File: src/rtl/barrel_pkg.sv
// barrel_pkg: shift-mode encodings shared by the barrel shifter pipeline.
package barrel_pkg;
    typedef logic [1:0] mode_t;
    localparam mode_t MODE_LSL = 2'b00;
    localparam mode_t MODE_LSR = 2'b01;
    localparam mode_t MODE_ASR = 2'b10;
    localparam mode_t MODE_ROR = 2'b11;
endpackage

File: src/rtl/barrel_stage.sv
// barrel_stage: one conditional shift-by-SHIFT stage with its valid/ready pipeline register.
// Carry tracking is compiled in only when BARREL_CARRY_EN is defined.
module barrel_stage
    import barrel_pkg::*;
#(
    parameter int WIDTH   = 8,
    parameter int SHIFT   = 1,
    parameter int SHAMT_W = $clog2(WIDTH)
) (
    input  logic               clk,
    input  logic               rst,
    input  logic               in_valid,
    output logic               in_ready,
    input  logic [WIDTH-1:0]   in_data,
    input  logic [SHAMT_W-1:0] in_shamt,
    input  logic [1:0]         in_mode,
`ifdef BARREL_CARRY_EN
    input  logic               in_carry,
    output logic               out_carry,
`endif
    output logic               out_valid,
    input  logic               out_ready,
    output logic [WIDTH-1:0]   out_data,
    output logic [SHAMT_W-1:0] out_shamt,
    output logic [1:0]         out_mode
);
    localparam int K = $clog2(SHIFT);
    logic               r_valid;
    logic [WIDTH-1:0]   r_data;
    logic [SHAMT_W-1:0] r_shamt;
    logic [1:0]         r_mode;
    logic [WIDTH-1:0]   w_data;
    assign w_data = !in_shamt[K]         ? in_data :
                    in_mode == MODE_LSL  ? {in_data[WIDTH-SHIFT-1:0], {SHIFT{1'b0}}} :
                    in_mode == MODE_LSR  ? {{SHIFT{1'b0}}, in_data[WIDTH-1:SHIFT]} :
                    in_mode == MODE_ASR  ? {{SHIFT{in_data[WIDTH-1]}}, in_data[WIDTH-1:SHIFT]} :
                                           {in_data[SHIFT-1:0], in_data[WIDTH-1:SHIFT]};
    assign in_ready  = !r_valid || out_ready;
    assign out_valid = r_valid;
    assign out_data  = r_data;
    assign out_shamt = r_shamt;
    assign out_mode  = r_mode;
    always_ff @(posedge clk or posedge rst) begin
        if (rst) begin
            r_valid <= 1'b0;
            r_data  <= '0;
            r_shamt <= '0;
            r_mode  <= '0;
        end else if (in_ready) begin
            r_valid <= in_valid;
            if (in_valid) begin
                r_data  <= w_data;
                r_shamt <= in_shamt;
                r_mode  <= in_mode;
            end
        end
    end
`ifdef BARREL_CARRY_EN
    logic r_carry;
    // ROR carry equals the rotated result MSB, which is the same source bit as LSR
    always_ff @(posedge clk or posedge rst) begin
        if (rst)
            r_carry <= 1'b0;
        else if (in_ready && in_valid)
            r_carry <= !in_shamt[K]        ? in_carry :
                       in_mode == MODE_LSL ? in_data[WIDTH-SHIFT] : in_data[SHIFT-1];
    end
    assign out_carry = r_carry;
`endif
endmodule

File: src/rtl/barrel_shift_pipe.sv
// barrel_shift_pipe: pipelined barrel shifter/rotator, one log2 stage per register, valid/ready on both sides.
// Define BARREL_CARRY_EN to add the out_carry port and carry pipeline.
module barrel_shift_pipe
    import barrel_pkg::*;
#(
    parameter int WIDTH   = 8,
    parameter int SHAMT_W = $clog2(WIDTH)
) (
    input  logic               clk,
    input  logic               rst,
    input  logic               in_valid,
    output logic               in_ready,
    input  logic [WIDTH-1:0]   in_data,
    input  logic [SHAMT_W-1:0] in_shamt,
    input  logic [1:0]         in_mode,
    output logic               out_valid,
    input  logic               out_ready,
`ifdef BARREL_CARRY_EN
    output logic               out_carry,
`endif
    output logic [WIDTH-1:0]   out_data
);
    logic [SHAMT_W:0]   w_valid;
    logic [SHAMT_W:0]   w_ready;
    logic [WIDTH-1:0]   w_data  [SHAMT_W+1];
    logic [SHAMT_W-1:0] w_shamt [SHAMT_W+1];
    logic [1:0]         w_mode  [SHAMT_W+1];
    logic               r_init;
    // hold off intake until the first clock after reset release
    always_ff @(posedge clk or posedge rst) begin
        if (rst)
            r_init <= 1'b0;
        else
            r_init <= 1'b1;
    end
    assign in_ready         = r_init && w_ready[0];
    assign w_valid[0]       = r_init && in_valid;
    assign w_data[0]        = in_data;
    assign w_shamt[0]       = in_shamt;
    assign w_mode[0]        = in_mode;
    assign w_ready[SHAMT_W] = out_ready;
    assign out_valid        = w_valid[SHAMT_W];
    assign out_data         = w_data[SHAMT_W];
`ifdef BARREL_CARRY_EN
    logic [SHAMT_W:0] w_carry;
    assign w_carry[0] = 1'b0;
    assign out_carry  = w_carry[SHAMT_W];
`endif
    for (genvar g = 0; g < SHAMT_W; g++) begin : g_stage
        barrel_stage #(
            .WIDTH   (WIDTH),
            .SHIFT   (1 << g),
            .SHAMT_W (SHAMT_W)
        ) u_stage (
            .clk       (clk),
            .rst       (rst),
            .in_valid  (w_valid[g]),
            .in_ready  (w_ready[g]),
            .in_data   (w_data[g]),
            .in_shamt  (w_shamt[g]),
            .in_mode   (w_mode[g]),
`ifdef BARREL_CARRY_EN
            .in_carry  (w_carry[g]),
            .out_carry (w_carry[g+1]),
`endif
            .out_valid (w_valid[g+1]),
            .out_ready (w_ready[g+1]),
            .out_data  (w_data[g+1]),
            .out_shamt (w_shamt[g+1]),
            .out_mode  (w_mode[g+1])
        );
    end
endmodule

File: config.mk
export PLATFORM = sky130hd
export DESIGN_NAME = barrel_shift_pipe
export DESIGN_NICKNAME = d
export VERILOG_FILES = /design/src/rtl/barrel_pkg.sv /design/src/rtl/barrel_stage.sv /design/src/rtl/barrel_shift_pipe.sv
export SDC_FILE = /design/constraint.sdc
export NUM_CORES = 1
export LEC_CHECK = 0
export CORE_ASPECT_RATIO = 0.6
export CORE_UTILIZATION = 30
export CTS_CLUSTER_DIAMETER = 40
export DETAILED_ROUTE_END_ITERATION = 8
export GPL_ROUTABILITY_DRIVEN = 0
export PLACE_DENSITY = 0.61
export SLEW_MARGIN = 15
export SYNTH_ARGS = -nofsm -noshare
export SYNTH_HDL_FRONTEND = slang
export SYNTH_SLANG_ARGS = --single-unit
File: constraint.sdc
create_clock -name clk -period 4.2 [get_ports clk]
set_input_delay 0.84 -clock clk [delete_from_list [all_inputs] [get_ports clk]]
set_output_delay 0.84 -clock clk [all_outputs]
set_load 0.1 [all_outputs]
Word-level counts from Yosys, hierarchy flattened
Index checks and enable logic that the tools add are counted.
{"block": "op_classes", "n_reduce_logical": 14, "n_mux": 12, "eq_ne": 6}
{"operator": "8-bit 2-to-1 mux", "n": 12}
{"operator": "2-bit by 1-bit == test with 1-bit output (second input constant)", "n": 3}
{"operator": "2-bit == test (second input constant)", "n": 3}
{"operator": "2-bit logical NOT", "n": 3}
{"operator": "2-bit AND reduction", "n": 3}
{"operator": "1-bit logical NOT", "n": 3}
{"operator": "1-bit logical OR", "n": 3}
{"operator": "1-bit logical AND", "n": 2}
{"block": "totals", "out_inout_bits": 10, "wordCells": 43, "regBits": 38, "in_bits": 17}

Depth between registers and ports, before layout
Gate-level depths: netlist of the first run.
{"block": "logic_depth", "depth_word": 5, "ltp_mapped": 5, "depth_no_buf": 3}

By module
From an unflattened synthesis of the first run, not the netlist that was laid out.
{"block": "unflattened", "hier_cells": 198, "area_unflattened_um2": 2268.4}
{"module": "barrel_stage (g_stage[0].u_stage)", "seq_area_each_um2": 350.3, "instances": 1, "cells_each": 67, "area_each_um2": 749.5}
{"module": "barrel_stage (g_stage[1].u_stage)", "seq_area_each_um2": 350.3, "instances": 1, "cells_each": 63, "area_each_um2": 739.5}
{"module": "barrel_stage (g_stage[2].u_stage)", "seq_area_each_um2": 350.3, "instances": 1, "cells_each": 63, "area_each_um2": 734.5}
{"module": "barrel_shift_pipe", "seq_area_each_um2": 25.0, "instances": 1, "cells_each": 5, "area_each_um2": 45.0}

Worst setup path before layout of the first run
OpenSTA, ideal clock, no wires.
{"block": "synth_timing", "path_type": "reg2out", "start": "register g_stage[2].u_stage.r_valid", "end": "output in_ready", "required_time_ps": 3360, "n_path_buf": 0, "path_stages_with_launch": 3, "arrival_time_ps": 2462, "path_slack_ps": 898, "path_cell_list": "dfrtp_1 and4b_4 nor2b_1"}
{"block": "synth_between", "elab_chain_cells": 5}
{"element": "start: declaration", "line_no": "barrel_stage.sv:28", "rtl": "logic r_valid;"}
{"element": "start signal: assignment", "line_no": "barrel_stage.sv:50", "rtl": "r_valid <= in_valid;"}
{"element": "1-bit logical NOT", "line_no": "barrel_stage.sv:38", "rtl": "assign in_ready = !r_valid || out_ready;"}
{"element": "1-bit logical OR (3 in series)", "line_no": "barrel_stage.sv:38"}
{"element": "1-bit logical AND", "line_no": "barrel_shift_pipe.sv:36", "rtl": "assign in_ready = r_init && w_ready[0];"}
{"element": "end: declaration", "line_no": "barrel_shift_pipe.sv:12", "rtl": "output logic in_ready,"}
No other way between the ends.

Final worst setup path of the first run
{"block": "layout_timing", "start": "input out_ready", "end": "output in_ready"}
{"block": "layout_between", "elab_chain_cells": 4}
{"element": "start: declaration", "line_no": "barrel_shift_pipe.sv:17", "rtl": "input logic out_ready,"}
{"element": "1-bit logical OR (3 in series)", "line_no": "barrel_stage.sv:38"}
{"element": "1-bit logical AND", "line_no": "barrel_shift_pipe.sv:36"}
No other way between the ends.

==> flow_summary.yaml, run 1 <==
routing:
  routed_wl_mm: 4.12
  antenna_left: 0
  drc: 0
  avgRoutedWirePerCell_um: 14.8
  via_per_inst: 5.15
  num_vias: 1432
  dr.pass1.iters: 4
  dr.first_iter.drc_count: 111
cells_and_area:
  n_antenna_cell: 0
  most-common-layout-cells: "dfrtp_1, clkdlybuf4s50_1, o21ai_0"
  area_delta_synth_final_pct: 22.4
  drive_above_1_share: 0.182
  final_common_cell: "dfrtp_1"
  fin_nets: 214
sta:
  maxSlewHeadroom: 0.342
  fin_crit_sh: 0.663
  rsz0062_at_grt: "false"
  period_minus_slack_ns: 2.79
  tightestPinTransition_ns: 0.983
  drv_slew: 0
  fin_ws_ns: 1.41
  fmax_ghz: 0.359
  finalSetupViolations: 0
  skew_ns: 0.00904
  hold_viol: 0
  whs_ns: 0.485
  fin_tns_setup_ns: 0
cts:
  ctsResizeCount: 0
  cts_hold_buf: 0
  clk_pin_slew_ns: 0.06
  clk_latency_ns: 0.29
  htree_levels: 2
  clock_path_buffers: 2
  cts_sinks: 35
  numCtsBuffers: 5
  cts_tree: "yes"
  cts_root_buf: "clkbuf_8"
  cts_setup_buffers: 0
setup_path:
  required_ns: 3.36
  cpMaxStageDelayCell: "clkdlybuf4s50_1"
  critPathTopFamily: "buffers and inverters"
  crit_chain: "clkdlybuf4s50_1 -> and4b_4 -> nor2b_1 -> buf_4"
  criticalPathCategory: "in2out"
  end_kind: "output port"
  critPathBufInv: 2
  crit_path_start_kind: "input port"
  slowest_delay_ns: 0.48
  crit_fanout: 5
  cp.arrival_ns: 1.95
outcome:
  status: "complete, no violations"
synthesis:
  yosysUniqueCellTypes: 36
  yosysSeqAreaShare: 0.466
  ys_ff_latch: 35
  syn_avg_cell_area_um2: 10.7
  syn_area_um2: 1880
  syn-num-nets: 193
  synth_warnings: 0
  netlist_instances: 176
power:
  power.total_mw: 1.44
  static-leakage-power_nw: 0.946
  vdd_drop_max_mv: 0.343
  power_density_nw_per_um2: 625
floorplan:
  rows: 21
  die_h_um: 63.3
  start_util: 0.324
  core-area_um2: 5810
  die_x_um: 104
  die_area_um2: 6600
  ios: 27
global_route:
  grt_pass1_wl_mm: 6.78
  groute.usage.overall: 0.134
  antenna_found_initial: 0
  grt_pass1_vias: 1236
  grt_start_max_net_pins: 36
  grt_remaining_overflow: 0
hold_path:
  worstHoldPathType: "reg2reg"
placement:
  hpwl_mm: 3.12
  dp_slack_ns: 1.41
  port_buffers: 26
flow_run:
  max-cap-violations: 0
-- Yosys cell counts (all sizes together) --
cell     instances  area (um^2)
a211oi           4         30.0
a21oi            9         45.0
a22oi            4         30.0
a31oi            7         43.8
and2             1         6.26
and3b            1         8.76
and4b            1         13.8
buf              5         31.3
clkbuf           8         30.0
conb             1         3.75
dfrtp           35          876
inv              6         22.5
mux2            17          221
mux2i            2         20.0
nand2            6         22.5
nand2b           4         25.0
nand3            2         10.0
nand3b           2         15.0
nand4            1         6.26
nor2             9         33.8
nor2b            1         6.26
o211a            2         20.0
o211ai           9         67.6
o21a             1         7.51
o21ai           12         60.1
o21bai           1         7.51
o22ai            2         12.5
o2bb2ai          9         78.8
o311a            3         30.0
o31a             1         8.76
or2              1         8.76
or3              1         6.26
or3b             7         61.3
xnor2            1         8.76
-- sequential cells by signal (all words and copies together), names as in the netlist --
name and flops:
r_init 1, g_stage.u_stage.out_mode 4, g_stage.u_stage.out_shamt 3, g_stage.u_stage.out_valid 3, g_stage.u_stage.out_data 24
-- routing by layer --
layer | GRT usage | part of all wire | wire length, um
met1 | 0.231 | 0.59 | 2440
met2 | 0.143 | 0.33 | 1380
met3 | 0.0373 | 0.067 | 276
met4 | 0.0429 | 0.0061 | 25
met5 | 0 | 0 | 0
-- final cells by class --
class	count	area, um^2
repair buffers	27	265
clock buffers	6	82.6
well taps	80	100
multi-input cells	122	920
inverters	6	22.5
fillers	561	3510
flip-flops and latches	35	876
clock inverters	2	35.0
-- stage by stage --
| stage | cells | util | cell area (um^2) |
|---|---|---|---|
| 6_report | 278 | 0.396 | 2300 |
| 5_1_grt | 278 | 0.396 | 2300 |
| 4_1_cts | 278 | 0.396 | 2300 |
| 3_5_place_dp | 270 | 0.376 | 2180 |
| 3_3_place_gp | 270 | 0.376 | 2180 |
| 2_1_floorplan | 176 | - | 1880 |
-- path summary, 6_finish.rpt --
check                                               start                              to  slack, ns  cells after the start
max                                             out_ready                        in_ready       1.41                      4
min                        g_stage[2].u_stage.out_data[5]  g_stage[2].u_stage.out_data[5]       0.48                      1
max reg2reg                  g_stage[1].u_stage.out_valid  g_stage[1].u_stage.out_data[4]       2.38                      3
min reg2reg                g_stage[2].u_stage.out_data[5]  g_stage[2].u_stage.out_data[5]       0.48                      1
max in group asynchronous                             rst  g_stage[0].u_stage.out_mode[0]       2.93                      3
min in group asynchronous                             rst  g_stage[0].u_stage.out_data[3]       0.95                      3
-- kinds of logic (layout without fill, tap and decap cells) --
| logic type | count (synthesis) | count (layout) | synth area share |
|---|---|---|---|
| AO/OA/AOI/OAI | 64 | 64 | 0.235 |
| XOR/XNOR | 1 | 1 | 0.00466 |
| buffers and inverters | 19 | 41 | 0.0446 |
| flip-flops | 35 | 35 | 0.466 |
| multiplexers | 19 | 19 | 0.128 |
| other | 1 | 1 | 0.00200 |
| AND/OR/NAND/NOR | 37 | 37 | 0.119 |
-- power by group --
part | total [mW] | switching [mW] | internal, mW | leakage, nW
sequential | 0.530 | 0.102 | 0.428 | 0.417
combinational | 0.590 | 0.395 | 0.195 | 0.468
clock | 0.318 | 0.126 | 0.192 | 0.0612
Note: power is estimated with default switching activity, not from simulation.
==> run 2, diff against run 1 <==
==> constraint.sdc (replaced) <==
create_clock -name clk -period 2.9 [get_ports clk]
set_input_delay 0.58 -clock clk [delete_from_list [all_inputs] [get_ports clk]]
set_output_delay 0.58 -clock clk [all_outputs]
set_load 0.1 [all_outputs]
==> run 2 against run 1 <==
Register-to-register slack got worse by 1.1 ns. Clock power increased by 21%. Hold slack improved by 0.0069 ns. Critical endpoint unchanged. Largest cell class unchanged. Largest power group unchanged.
==> flow_summary.yaml, run 2 (synthesized netlist as in run 1, its figures left out) <==
outcome:
  status: "complete, no violations"
floorplan:
  rows: 21
  die_x_um: 104
  ios: 27
  start_util: 0.324
  die_h_um: 63.3
  core-area_um2: 5810
  die_area_um2: 6600
placement:
  dp.cells: 271
  place_area_um2: 2180
  hpwl_mm: 2.95
  port_buffers: 26
cts:
  cts_sinks: 35
  htree_levels: 2
  cts_setup_buffers: 0
  clk_latency_ns: 0.29
  clock_path_buffers: 2
  cts_tree: "yes"
  numCtsBuffers: 5
  clk_pin_slew_ns: 0.07
  ctsResizeCount: 0
  cts_root_buf: "clkbuf_8"
  cts_hold_buf: 0
setup_path:
  required_ns: 2.32
  crit_fanout: 5
  crit_path_start_kind: "input port"
  worstSetupPathDepth: 4
  critPathTopFamily: "buffers and inverters"
  cpMaxStageDelayCell: "clkdlybuf4s50_1"
  critPathBufInv: 2
  crit_chain: "clkdlybuf4s50_1 -> and4b_4 -> nor2b_2 -> buf_12"
  slowest_delay_ns: 0.49
  cp.arrival_ns: 1.65
  end_kind: "output port"
  reg2regPathDepth: 3
  criticalPathCategory: "in2out"
power:
  power.total_mw: 1.99
  static-leakage-power_nw: 0.955
  power_density_nw_per_um2: 873
  vdd_drop_max_mv: 0.513
global_route:
  groute.usage.overall: 0.133
  antenna_found_initial: 0
  grt_remaining_overflow: 0
  grt_start_max_net_pins: 36
  grt_pass1_vias: 1270
  grt_pass1_wl_mm: 6.69
cells_and_area:
  most-common-layout-cells: "dfrtp_1, clkdlybuf4s50_1, o21ai_0"
  drive_above_1_share: 0.231
  largest_reg_flops: 24
  final_core_util: 0.393
  final_common_cell: "dfrtp_1"
  n_antenna_cell: 0
  stdcell_count: 279
  nFillCells: 557
  fin_area_um2: 2280
  fin_nets: 215
  area_delta_synth_final_pct: 21.5
hold_path:
  whs_path_depth: 1
  worstHoldPathType: "reg2reg"
sta:
  hold_viol: 0
  fin_crit_sh: 0.767
  drv_slew: 0
  fin_tns_setup_ns: 0
  rsz0062_at_grt: "false"
  tightestPinTransition_ns: 0.508
  maxSlewHeadroom: 0.660
  finalSetupViolations: 0
  period_minus_slack_ns: 2.23
  fmax_ghz: 0.449
  skew_ns: 0.00620
routing:
  avgRoutedWirePerCell_um: 14.7
  dr.first_iter.drc_count: 94
  dr.pass1.iters: 4
  routed_wl_mm: 4.12
  num_vias: 1419
  antenna_left: 0
  drc: 0
  via_per_inst: 5.09
flow_run:
  max-cap-violations: 0
[run 2: metrics by stage]
step,hold WS (ns),setup WS [ns]
3_3_place_gp,0.482,0.701
4_1_cts,0.494,0.673
5_1_grt,0.528,0.627
6_report,0.492,0.675
3_5_place_dp,0.478,0.682
2_1_floorplan,0.477,0.388
[run 2: final timing paths]
path,startpoint,end,slack (ns)
min reg2reg,g_stage[2].u_stage.out_data[4],g_stage[2].u_stage.out_data[4],0.49
max in group asynchronous,rst,g_stage[0].u_stage.out_shamt[1],1.89
min in group asynchronous,rst,g_stage[0].u_stage.out_shamt[2],0.69
min,g_stage[2].u_stage.out_data[4],g_stage[2].u_stage.out_data[4],0.49
max,out_ready,in_ready,0.67
max reg2reg,g_stage[1].u_stage.out_valid,g_stage[0].u_stage.out_data[6],1.24
[run 2: report_power, final]
part           leakage, nW  switching, mW  internal [mW]  total [mW]
clock               0.0515          0.170          0.217       0.386
sequential           0.417          0.147          0.621       0.768
combinational        0.487          0.571          0.267       0.839
[run 2: final cells by class]
type	instances	area, um^2	share of cell area
clock buffer	8	100	0.0438
inverter	6	22.5	0.00986
multi-input combinational	122	922	0.404
sequential	35	876	0.384
tap	80	100	0.0438
timing repair buffer	28	263	0.115
[run 2: layer usage]
metal / vias to the layer above / wire [um] / global-route usage
li1: 707 / - / -
met1: 659 / 2370 / 0.232
met2: 45 / 1430 / 0.141
met3: 8 / 267 / 0.0342
met4: 0 / 50 / 0.0482
met5: - / 0 / 0
